$ cat src/rtl/config_controller_pkg.sv
// rtl/config_controller_pkg.sv - settings record types exported by config_controller
package config_controller_pkg;

  typedef struct packed {
    logic        update;
    logic        mode;
    logic [15:0] update_rate_intensity;
    logic [15:0] update_rate_phase;
    logic [15:0] completion_steps_intensity;
    logic [15:0] completion_steps_phase;
  } silencer_settings_t;

  typedef struct packed {
    logic        update;
    logic [15:0] full_width_start;
  } pulse_width_encoder_settings_t;

  typedef struct packed {
    logic        update;
    logic [31:0] ecat_sync_base_cnt;
    logic [63:0] ecat_sync_time;
  } sync_settings_t;

endpackage

$ cat src/rtl/config_controller.sv
// rtl/config_controller.sv - polls a config BRAM and commits toggled setting groups
//
// Purpose: polls REQ_FLAG (word 0x00), loads every group whose request bit differs
// from the internal ack register into shadow registers, commits them to the
// settings outputs with a one-cycle UPDATE pulse, then writes the new ack word
// to 0x01.
//
// Ports:
//   CLK, RST_N         clock, asynchronous active-low reset
//   BRAM_ADDR/DOUT     word address and read data (BRAM_RD_LATENCY cycles apart)
//   BRAM_WE/DIN        write port, used only for the ACK word
//   SILENCER_SETTINGS  silencer configuration
//   PWE_SETTINGS       pulse-width-encoder configuration
//   SYNC_SETTINGS      EtherCAT sync configuration
module config_controller
  import config_controller_pkg::*;
#(
  parameter int BRAM_RD_LATENCY = 2
) (
  input  logic                          CLK,
  input  logic                          RST_N,
  output logic [7:0]                    BRAM_ADDR,
  input  logic [15:0]                   BRAM_DOUT,
  output logic                          BRAM_WE,
  output logic [15:0]                   BRAM_DIN,
  output silencer_settings_t            SILENCER_SETTINGS,
  output pulse_width_encoder_settings_t PWE_SETTINGS,
  output sync_settings_t                SYNC_SETTINGS
);

  localparam int L      = BRAM_RD_LATENCY;
  localparam int NWORDS = 12;

  typedef enum logic [2:0] {
    IDLE, RD_FLAG, LOAD_SIL, LOAD_PWE, LOAD_SYNC, COMMIT, WR_ACK
  } state_t;

  // Word index space: 0..4 silencer, 5 PWE, 6..11 sync.
  function automatic logic [7:0] idx_addr(input logic [3:0] idx);
    if (idx < 4'd5)       return 8'h10 + {4'd0, idx};
    else if (idx == 4'd5) return 8'h20;
    else                  return 8'h30 + {4'd0, idx - 4'd6};
  endfunction

  function automatic logic [1:0] idx_group(input logic [3:0] idx);
    if (idx < 4'd5)       return 2'd0;
    else if (idx == 4'd5) return 2'd1;
    else                  return 2'd2;
  endfunction

  function automatic state_t group_state(input logic [3:0] idx);
    case (idx_group(idx))
      2'd0:    return LOAD_SIL;
      2'd1:    return LOAD_PWE;
      default: return LOAD_SYNC;
    endcase
  endfunction

  // {valid, idx} of the first word after cur (or the very first when from_start)
  // belonging to a pending group; this is what skips non-pending groups.
  function automatic logic [4:0] next_word(input logic [3:0] cur, input logic from_start,
                                           input logic [2:0] pend);
    logic [4:0] res;
    res = '0;
    for (int i = NWORDS - 1; i >= 0; i--) begin
      if ((from_start || (4'(i) > cur)) && pend[idx_group(4'(i))]) res = {1'b1, 4'(i)};
    end
    return res;
  endfunction

  state_t r_state, w_next;

  logic                r_run_en;
  logic [2:0]          r_ack;
  logic [2:0]          r_pend;
  logic [7:0]          r_cnt;
  logic [7:0]          r_drain;
  logic [3:0]          r_iss_idx;
  logic [L:1]          r_tv;
  logic [3:0]          r_ti [1:L];
  logic [15:0]         r_shadow [0:NWORDS-1];
  logic [7:0]          r_bram_addr;
  logic                r_bram_we;
  logic [15:0]         r_bram_din;
  silencer_settings_t            r_sil;
  pulse_width_encoder_settings_t r_pwe;
  sync_settings_t                r_sync;

  logic       w_load;
  logic       w_iss_vld;
  logic       w_sample;
  logic [2:0] w_flag_pend;
  logic [4:0] w_first;
  logic [4:0] w_nxt;

  assign w_load      = (r_state == LOAD_SIL) || (r_state == LOAD_PWE) || (r_state == LOAD_SYNC);
  // An address is being presented this cycle until the drain countdown starts.
  assign w_iss_vld   = w_load && (r_drain == 8'd0);
  assign w_sample    = (r_state == RD_FLAG) && (r_cnt == 8'(L - 1));
  assign w_flag_pend = BRAM_DOUT[2:0] ^ r_ack;
  assign w_first     = next_word(4'd0, 1'b1, w_flag_pend);
  assign w_nxt       = next_word(r_iss_idx, 1'b0, r_pend);

  always_ff @(posedge CLK or negedge RST_N) begin
    if (!RST_N) r_state <= IDLE;
    else        r_state <= w_next;
  end

  always_comb begin
    w_next = r_state;
    unique case (r_state)
      IDLE:    if (r_run_en) w_next = RD_FLAG;
      RD_FLAG: if (w_sample) w_next = w_first[4] ? group_state(w_first[3:0]) : IDLE;
      LOAD_SIL, LOAD_PWE, LOAD_SYNC: begin
        // The state follows the group of the word on the address bus; it holds
        // on the last group while the read pipeline drains.
        if (r_drain == 8'd1)          w_next = COMMIT;
        else if (w_iss_vld && w_nxt[4]) w_next = group_state(w_nxt[3:0]);
      end
      COMMIT:  w_next = WR_ACK;
      WR_ACK:  w_next = IDLE;
      default: w_next = IDLE;
    endcase
  end

  always_ff @(posedge CLK or negedge RST_N) begin
    if (!RST_N) begin
      r_run_en    <= 1'b0;
      r_ack       <= '0;
      r_pend      <= '0;
      r_cnt       <= '0;
      r_drain     <= '0;
      r_iss_idx   <= '0;
      r_tv        <= '0;
      for (int k = 1; k <= L; k++) r_ti[k] <= '0;
      for (int i = 0; i < NWORDS; i++) r_shadow[i] <= '0;
      r_bram_addr <= '0;
      r_bram_we   <= 1'b0;
      r_bram_din  <= '0;
      r_sil.update                     <= 1'b0;
      r_sil.mode                       <= 1'b1;
      r_sil.update_rate_intensity      <= 16'd256;
      r_sil.update_rate_phase          <= 16'd256;
      r_sil.completion_steps_intensity <= 16'd10;
      r_sil.completion_steps_phase     <= 16'd40;
      r_pwe.update                     <= 1'b0;
      r_pwe.full_width_start           <= 16'hFF00;
      r_sync.update                    <= 1'b0;
      r_sync.ecat_sync_base_cnt        <= '0;
      r_sync.ecat_sync_time            <= '0;
    end else begin
      // Holds the FSM in IDLE for the first edge after reset release.
      r_run_en <= 1'b1;

      // Tag pipeline: stage k describes the address presented k cycles ago,
      // so stage L lines up with the word currently on BRAM_DOUT.
      r_tv[1] <= w_iss_vld;
      r_ti[1] <= r_iss_idx;
      for (int k = 2; k <= L; k++) begin
        r_tv[k] <= r_tv[k-1];
        r_ti[k] <= r_ti[k-1];
      end
      if (r_tv[L]) r_shadow[r_ti[L]] <= BRAM_DOUT;

      r_sil.update  <= 1'b0;
      r_pwe.update  <= 1'b0;
      r_sync.update <= 1'b0;
      if (r_drain != 8'd0) r_drain <= r_drain - 8'd1;

      case (r_state)
        IDLE: r_cnt <= '0;
        RD_FLAG: begin
          r_cnt <= r_cnt + 8'd1;
          if (w_sample) begin
            // The pass works on this snapshot; later flag changes wait for the next poll.
            r_pend <= w_flag_pend;
            if (w_first[4]) begin
              r_bram_addr <= idx_addr(w_first[3:0]);
              r_iss_idx   <= w_first[3:0];
            end
          end
        end
        LOAD_SIL, LOAD_PWE, LOAD_SYNC: begin
          if (w_iss_vld) begin
            if (w_nxt[4]) begin
              r_bram_addr <= idx_addr(w_nxt[3:0]);
              r_iss_idx   <= w_nxt[3:0];
            end else begin
              r_drain <= 8'(L);
            end
          end
        end
        COMMIT: begin
          if (r_pend[0]) begin
            r_sil.update                     <= 1'b1;
            r_sil.mode                       <= r_shadow[0][0];
            r_sil.update_rate_intensity      <= r_shadow[1];
            r_sil.update_rate_phase          <= r_shadow[2];
            r_sil.completion_steps_intensity <= r_shadow[3];
            r_sil.completion_steps_phase     <= r_shadow[4];
          end
          if (r_pend[1]) begin
            r_pwe.update           <= 1'b1;
            r_pwe.full_width_start <= r_shadow[5];
          end
          if (r_pend[2]) begin
            r_sync.update             <= 1'b1;
            r_sync.ecat_sync_base_cnt <= {r_shadow[7], r_shadow[6]};
            r_sync.ecat_sync_time     <= {r_shadow[11], r_shadow[10], r_shadow[9], r_shadow[8]};
          end
          r_ack       <= r_ack ^ r_pend;
          r_bram_addr <= 8'h01;
          r_bram_we   <= 1'b1;
          r_bram_din  <= {13'd0, r_ack ^ r_pend};
        end
        WR_ACK: begin
          r_bram_addr <= 8'h00;
          r_bram_we   <= 1'b0;
          r_bram_din  <= '0;
        end
        default: ;
      endcase
    end
  end

  assign BRAM_ADDR         = r_bram_addr;
  assign BRAM_WE           = r_bram_we;
  assign BRAM_DIN          = r_bram_din;
  assign SILENCER_SETTINGS = r_sil;
  assign PWE_SETTINGS      = r_pwe;
  assign SYNC_SETTINGS     = r_sync;

endmodule
$ cat config.mk
export PLATFORM = sky130hd
export DESIGN_NAME = config_controller
export DESIGN_NICKNAME = d
export VERILOG_FILES = /design/src/rtl/config_controller_pkg.sv /design/src/rtl/config_controller.sv
export SDC_FILE = /design/constraint.sdc
export NUM_CORES = 1
export LEC_CHECK = 0
export BUFFER_PORTS_ARGS = -buffer_cell sky130_fd_sc_hd__buf_4
export CORE_MARGIN = 5
export CORE_UTILIZATION = 46
export CTS_CLUSTER_SIZE = 14
export DETAILED_ROUTE_END_ITERATION = 12
export PLACE_DENSITY = 0.7
export SETUP_SLACK_MARGIN = 0.15
export SYNTH_ARGS = -nofsm -noshare
export SYNTH_HDL_FRONTEND = slang
export SYNTH_SLANG_ARGS = --single-unit
$ cat constraint.sdc
create_clock -name CLK -period 3.8 [get_ports CLK]
set_clock_uncertainty 0.05 [all_clocks]
set_input_delay 0.19 -clock CLK [delete_from_list [all_inputs] [get_ports CLK]]
set_output_delay 0.19 -clock CLK [all_outputs]
set_load 0.02 [all_outputs]
### Word-level counts from Yosys, hierarchy flattened

Cells that the tools add are included.

* add/subtract/negate cells: 8
* $lt $le $gt $ge: 16
* equal/unequal tests: 18
* multiplexer cells: 62
* bitwise gates (word level): 3
* reductions and logical operators: 35

Operators with widths (count)
* 97-bit 2-to-1 mux: 2
* 192-bit bitwise mux: 1
* 66-bit 2-to-1 mux: 2
* 5-bit 2-to-1 mux: 15
* 16-bit demux with 4-bit select: 1
* 8-bit 2-to-1 mux: 8
* 17-bit 2-to-1 mux: 2
* 16-bit one-hot mux with 2 select lines: 1
* 8-bit one-hot mux with 4 select lines: 1
* 7-bit 2-to-1 mux: 4
* 2-bit 2-to-1 mux: 9
* 8-bit by 1-bit == test with 1-bit output, second input constant: 2
* 3-bit by 4-bit greater-than comparator with 1-bit output, first input constant: 4
* 4-bit greater-than comparator, first input constant: 4
* 1-bit logical AND: 16
* 16-bit 2-to-1 mux: 1
* 4-bit 2-to-1 mux: 4
* 8-bit one-hot mux with 2 select lines: 1
* 3-bit 2-to-1 mux: 5
* 6-bit by 4-bit adder with 7-bit output, first input constant: 2
* 5-bit by 4-bit adder with 6-bit output, first input constant: 2
* 3-bit one-hot mux with 2 select lines: 2
* 3-bit one-hot mux with 4 select lines: 1
* 2-bit inequality test, second input constant: 5
* 29 further kinds: 47

* register bits after elaboration: 437
* input bits: 18
* output and inout port bits: 205

### Longest topological paths before layout

* word-level depth: 25
* depth in mapped cells: 9

### Worst setup path after synthesis

No wires, ideal clock.

* kind: register to register
* start point: register r_cnt[1]
* end point: register r_bram_addr[1] (netlist: BRAM_ADDR[1])
* setup time: 125 ps
* arrival: 1929 ps
* required time: 3625 ps
* slack: 1696 ps
* cell stages (with the launch flop): 9
* path buffers: 0
* clock period less this slack: 2104 ps
* cell sequence: dfrtp_1 -> inv_1 -> ha_1 -> nor4b_4 -> nand3_2 -> a211oi_2 -> a311oi_2 -> a221oi_4 -> mux2_4

* longest elaborated chain between the ends: 4

Ends and longest elaborated chain
* start: declaration: RTL line config_controller.sv:76 `logic [7:0] r_cnt;`
* start signal: assignment: RTL line config_controller.sv:173 `r_cnt <= r_cnt + 8'd1;`
* 8-bit by 1-bit == test with 1-bit output: RTL line config_controller.sv:99 `assign w_sample = (r_state == RD_FLAG) && (r_cnt == 8'(L - 1));`
* 1-bit logical AND: RTL line config_controller.sv:99
* 2-bit inequality test (no line)
* 5-bit AND reduction (no line)
* end signal: assignment: RTL line config_controller.sv:178 `r_bram_addr <= idx_addr(w_first[3:0]);`
* end signal: assignment: RTL line config_controller.sv:186 `r_bram_addr <= idx_addr(w_nxt[3:0]);`
* end: declaration: RTL line config_controller.sv:82 `logic [7:0] r_bram_addr;`

Every way passes these cells.
A chain may end at the register's enable or synchronous reset.

### Final worst setup path

* start point: register r_state[1]
* end point: register r_sync (netlist bit SYNC_SETTINGS[77])

* longest elaborated chain between the ends: 2

Ends and longest elaborated chain
* start: declaration: RTL line config_controller.sv:71 `state_t r_state, w_next;`
* start signal: assignment: RTL line config_controller.sv:106 `else r_state <= w_next;`
* 3-bit == test: RTL line config_controller.sv:170 `case (r_state)`
* 2-bit AND reduction (no line)
* end: declaration: RTL line config_controller.sv:87 `sync_settings_t r_sync;`

Every way passes these cells.

==> flow_metrics.py <==
metrics = {
    "global_routing": {
        "antenna_found_initial": 0,
        "use_met2_pct": 29.2,
        "grt_pass1_wl_mm": 58.6,
        "grtUsageTotal_pct": 19.0,
        "grt_max_degree": 111,
        "grtUsageMet1_pct": 27.8,
        "grt_pass1_vias": 9717,
        "overflow": 0,
        "grt_use_met3_pct": 4.12,
        "top_usage_layer": "met2",
    },
    "pwr": {
        "totalPowerFinal_mw": 13.1,
        "irDropWorstVdd_v": 0.000364,
        "pwr_density_cell_nw_per_um2": 669,
        "p_leak_nw": 9.18,
    },
    "floorplan": {
        "die_y_microns": 198,
        "fp.dieW_microns": 198,
        "core.rowCount": 68,
        "initial_core_util_pct": 46.8,
        "core_sq_um": 34700,
        "dieArea_sq_um": 39200,
        "ios": 223,
    },
    "yosys": {
        "synth.distinct_cells": 59,
        "syn_area_sq_um": 16200,
        "ys_seq_elements": 407,
        "syn_area_per_cell_sq_um": 14.7,
        "ys_seq_area_share_pct": 62.8,
        "yosysWarnings": 0,
        "postSynthCellCount": 1103,
        "async_flop_share_pct": 100,
        "synth_area_leaders": "dfrtp_1 60%, mux2_2 25%, dfstp_2 2.4%",
        "synth_edf_count": 0,
        "yosysTopAreaCell": "dfrtp_1",
        "synth_top_area_share_pct": 60.4,
        "ys.flop_type": "dfrtp_1",
    },
    "critical_path": {
        "worstPathRequired_ns": 4.16,
        "critPathCaptureType": "register",
        "crit_fanout": 72,
        "crit_type": "reg -> reg",
        "cp-start-kind": "register",
        "worstPathArrival_ns": 3.09,
    },
    "sta": {
        "hold_ws_ns": 0.0129,
        "min_period_ns": 2.73,
        "setup_viol": 0,
        "fin_setup_tns_ns": 0,
        "post-route-period-util_pct": 72.0,
        "slew_viol_final": 0,
        "clock.fmax_ghz": 0.366,
        "grt_setup_unrepaired": "false",
        "worstMarginPinSlew_ns": 1.09,
        "hold_violations": 0,
        "slew-limit-headroom_pct": 27.1,
    },
    "drt": {
        "first_pass_iters": 5,
        "ant_nets": 0,
        "wl_mm": 37.3,
        "drt-initial-drc-count": 548,
        "route.detailed.drc": 0,
        "vias": 9439,
        "vias_per_cell": 5.27,
        "wl_per_cell_microns": 20.9,
    },
    "place": {
        "io_buffers": 207,
        "dpl.hpwl_mm": 24.7,
        "gp_congestion": 0.833,
    },
    "clocking": {
        "cts.sinks": 407,
        "root_buffer": "clkbuf_16",
        "clk_pin_slew_ns": 0.06,
        "insertion_delay_ns": 0.53,
        "cts_buffer_depth": 3,
        "cts_resized": 0,
        "h-tree-depth": 2,
        "cts_buffers": 42,
        "post_cts_buffers": 0,
        "cts_tree": "done",
    },
    "final_layout": {
        "layout_common_cells": "392 x dfrtp_1, 356 x mux2_2, 216 x buf_4",
        "fillCellCount": 2815,
        "num_antenna_cells": 0,
        "finalNetCount": 1326,
        "drive_above_1_share_pct": 50.4,
        "multi_input_area_sq_um": 5690,
        "seq_area_sq_um": 10200,
        "syn2layout_area_growth_pct": 20.4,
        "mostFrequentLayoutCell": "dfrtp_1",
    },
    "min_path": {
        "hold_path_class": "in -> reg",
    },
    "job": {
        "drv_cap": 0,
    },
    "run_status": {
        "status": "finished, final reports clean",
    },
}
## state kept, by name, indices dropped and copies added, names as in the netlist, 4 cells and up
name	flops
r_iss_idx	4
PWE_SETTINGS	17
SYNC_SETTINGS	97
SILENCER_SETTINGS	66
r_cnt	8
BRAM_ADDR	6
r_ti	8
r_shadow	177
r_drain	8
## area by class of cell
cell class,count,share of cell area [%]
Inverter,13,0.250
Timing Repair Buffer,221,8.73
Tap cell,455,2.91
Clock buffer,72,6.42
Multi-Input combinational cell,617,29.1
Clock inverter,6,0.416
Sequential cell,407,52.2
## critical path, cell delays in order, from the launching register on
cell and delay [ns]:
dfrtp_1 0.82, nor2_1 0.27, nand3_4 0.17, buf_4 0.80, mux2_2 0.43
## power breakdown
| group | leakage (nW) | internal, mW | total, mW | switching (mW) |
|---|---|---|---|---|
| clock network | 0.646 | 2.32 | 3.95 | 1.63 |
| registers | 5.05 | 5.27 | 5.97 | 0.700 |
| logic | 3.49 | 1.52 | 3.17 | 1.65 |
| total | 9.18 | 9.11 | 13.1 | 3.98 |
## metrics by stage
stage	worst slack, ns	area, sq um	utilization [%]	instances
global placement	1.14	18200	52.5	1712
CTS	1.07	19600	56.3	1791
global route	0.897	19600	56.3	1791
finish	1.07	19600	56.3	1791
detailed placement	1.08	18200	52.5	1712
floorplan	1.70	16300	-	1117
## synthesized netlist by cell type, types with 3 or more instances
master	instances
dfrtp_1	392
nand2b_1	10
a22o_1	6
o22ai_1	3
mux2_2	356
buf_4	15
mux2i_1	4
buf_1	4
a21o_1	5
dfstp_2	15
nor3b_1	3
nand3b_1	5
clkbuf_1	33
ha_1	6
o21ai_0	23
inv_1	12
xor2_1	5
nor2_1	35
nor3_1	11
nand3_1	13
nor2b_1	5
a211oi_1	4
xnor2_1	9
a21oi_1	15
and3_1	6
a31oi_1	4
nand2_1	31
mux2_4	5
buf_2	28
## metal layers
layer  up-vias  wire length, microns
met1      4890                 17200
met5         -                     0
met2       238                 17100
met3        56                  2130
met4         0                   859
li1       4255                     -
## path summary, 6_finish.rpt
check	startpoint	to	slack [ns]	cells after the start
worst max register to register	r_state[1]$_DFFE_PN0P_	SYNC_SETTINGS[77]$_DFFE_PN0P_	1.07	4
min in group asynchronous	RST_N	r_shadow[148]$_DFFE_PN0P_	0.29	2
worst max-delay path	r_state[1]$_DFFE_PN0P_	SYNC_SETTINGS[77]$_DFFE_PN0P_	1.07	4
max in group asynchronous	RST_N	SILENCER_SETTINGS[5]$_DFFE_PN1P_	2.38	3
worst min register to register	r_ti[7]$_DFF_PN0_	r_ti[3]$_DFF_PN0_	0.30	0
worst min-delay path	BRAM_DOUT[15]	r_shadow[31]$_DFFE_PN0P_	0.01	2
## what timing repair did
| action | in CTS | in global routing |
|---|---|---|
| endpoints found under the setup margin | 0 | 0 |
| endpoints found under the hold margin | 100 | 0 |
| hold buffers | 1 | 0 |
## kinds of logic after synthesis
logic type | Yosys count | share of synthesized area (%)
adders and majority gates | 6 | 0.462
xor gates and xnor gates | 15 | 0.855
DFF | 407 | 62.8
muxes | 365 | 25.4
and+or+nand+nor | 135 | 4.36
other | 2 | 0.0462
buffers and inverters | 93 | 2.71
AOI/OAI and AO/OA | 80 | 3.40
Note: power is estimated with default switching activity, not from simulation.
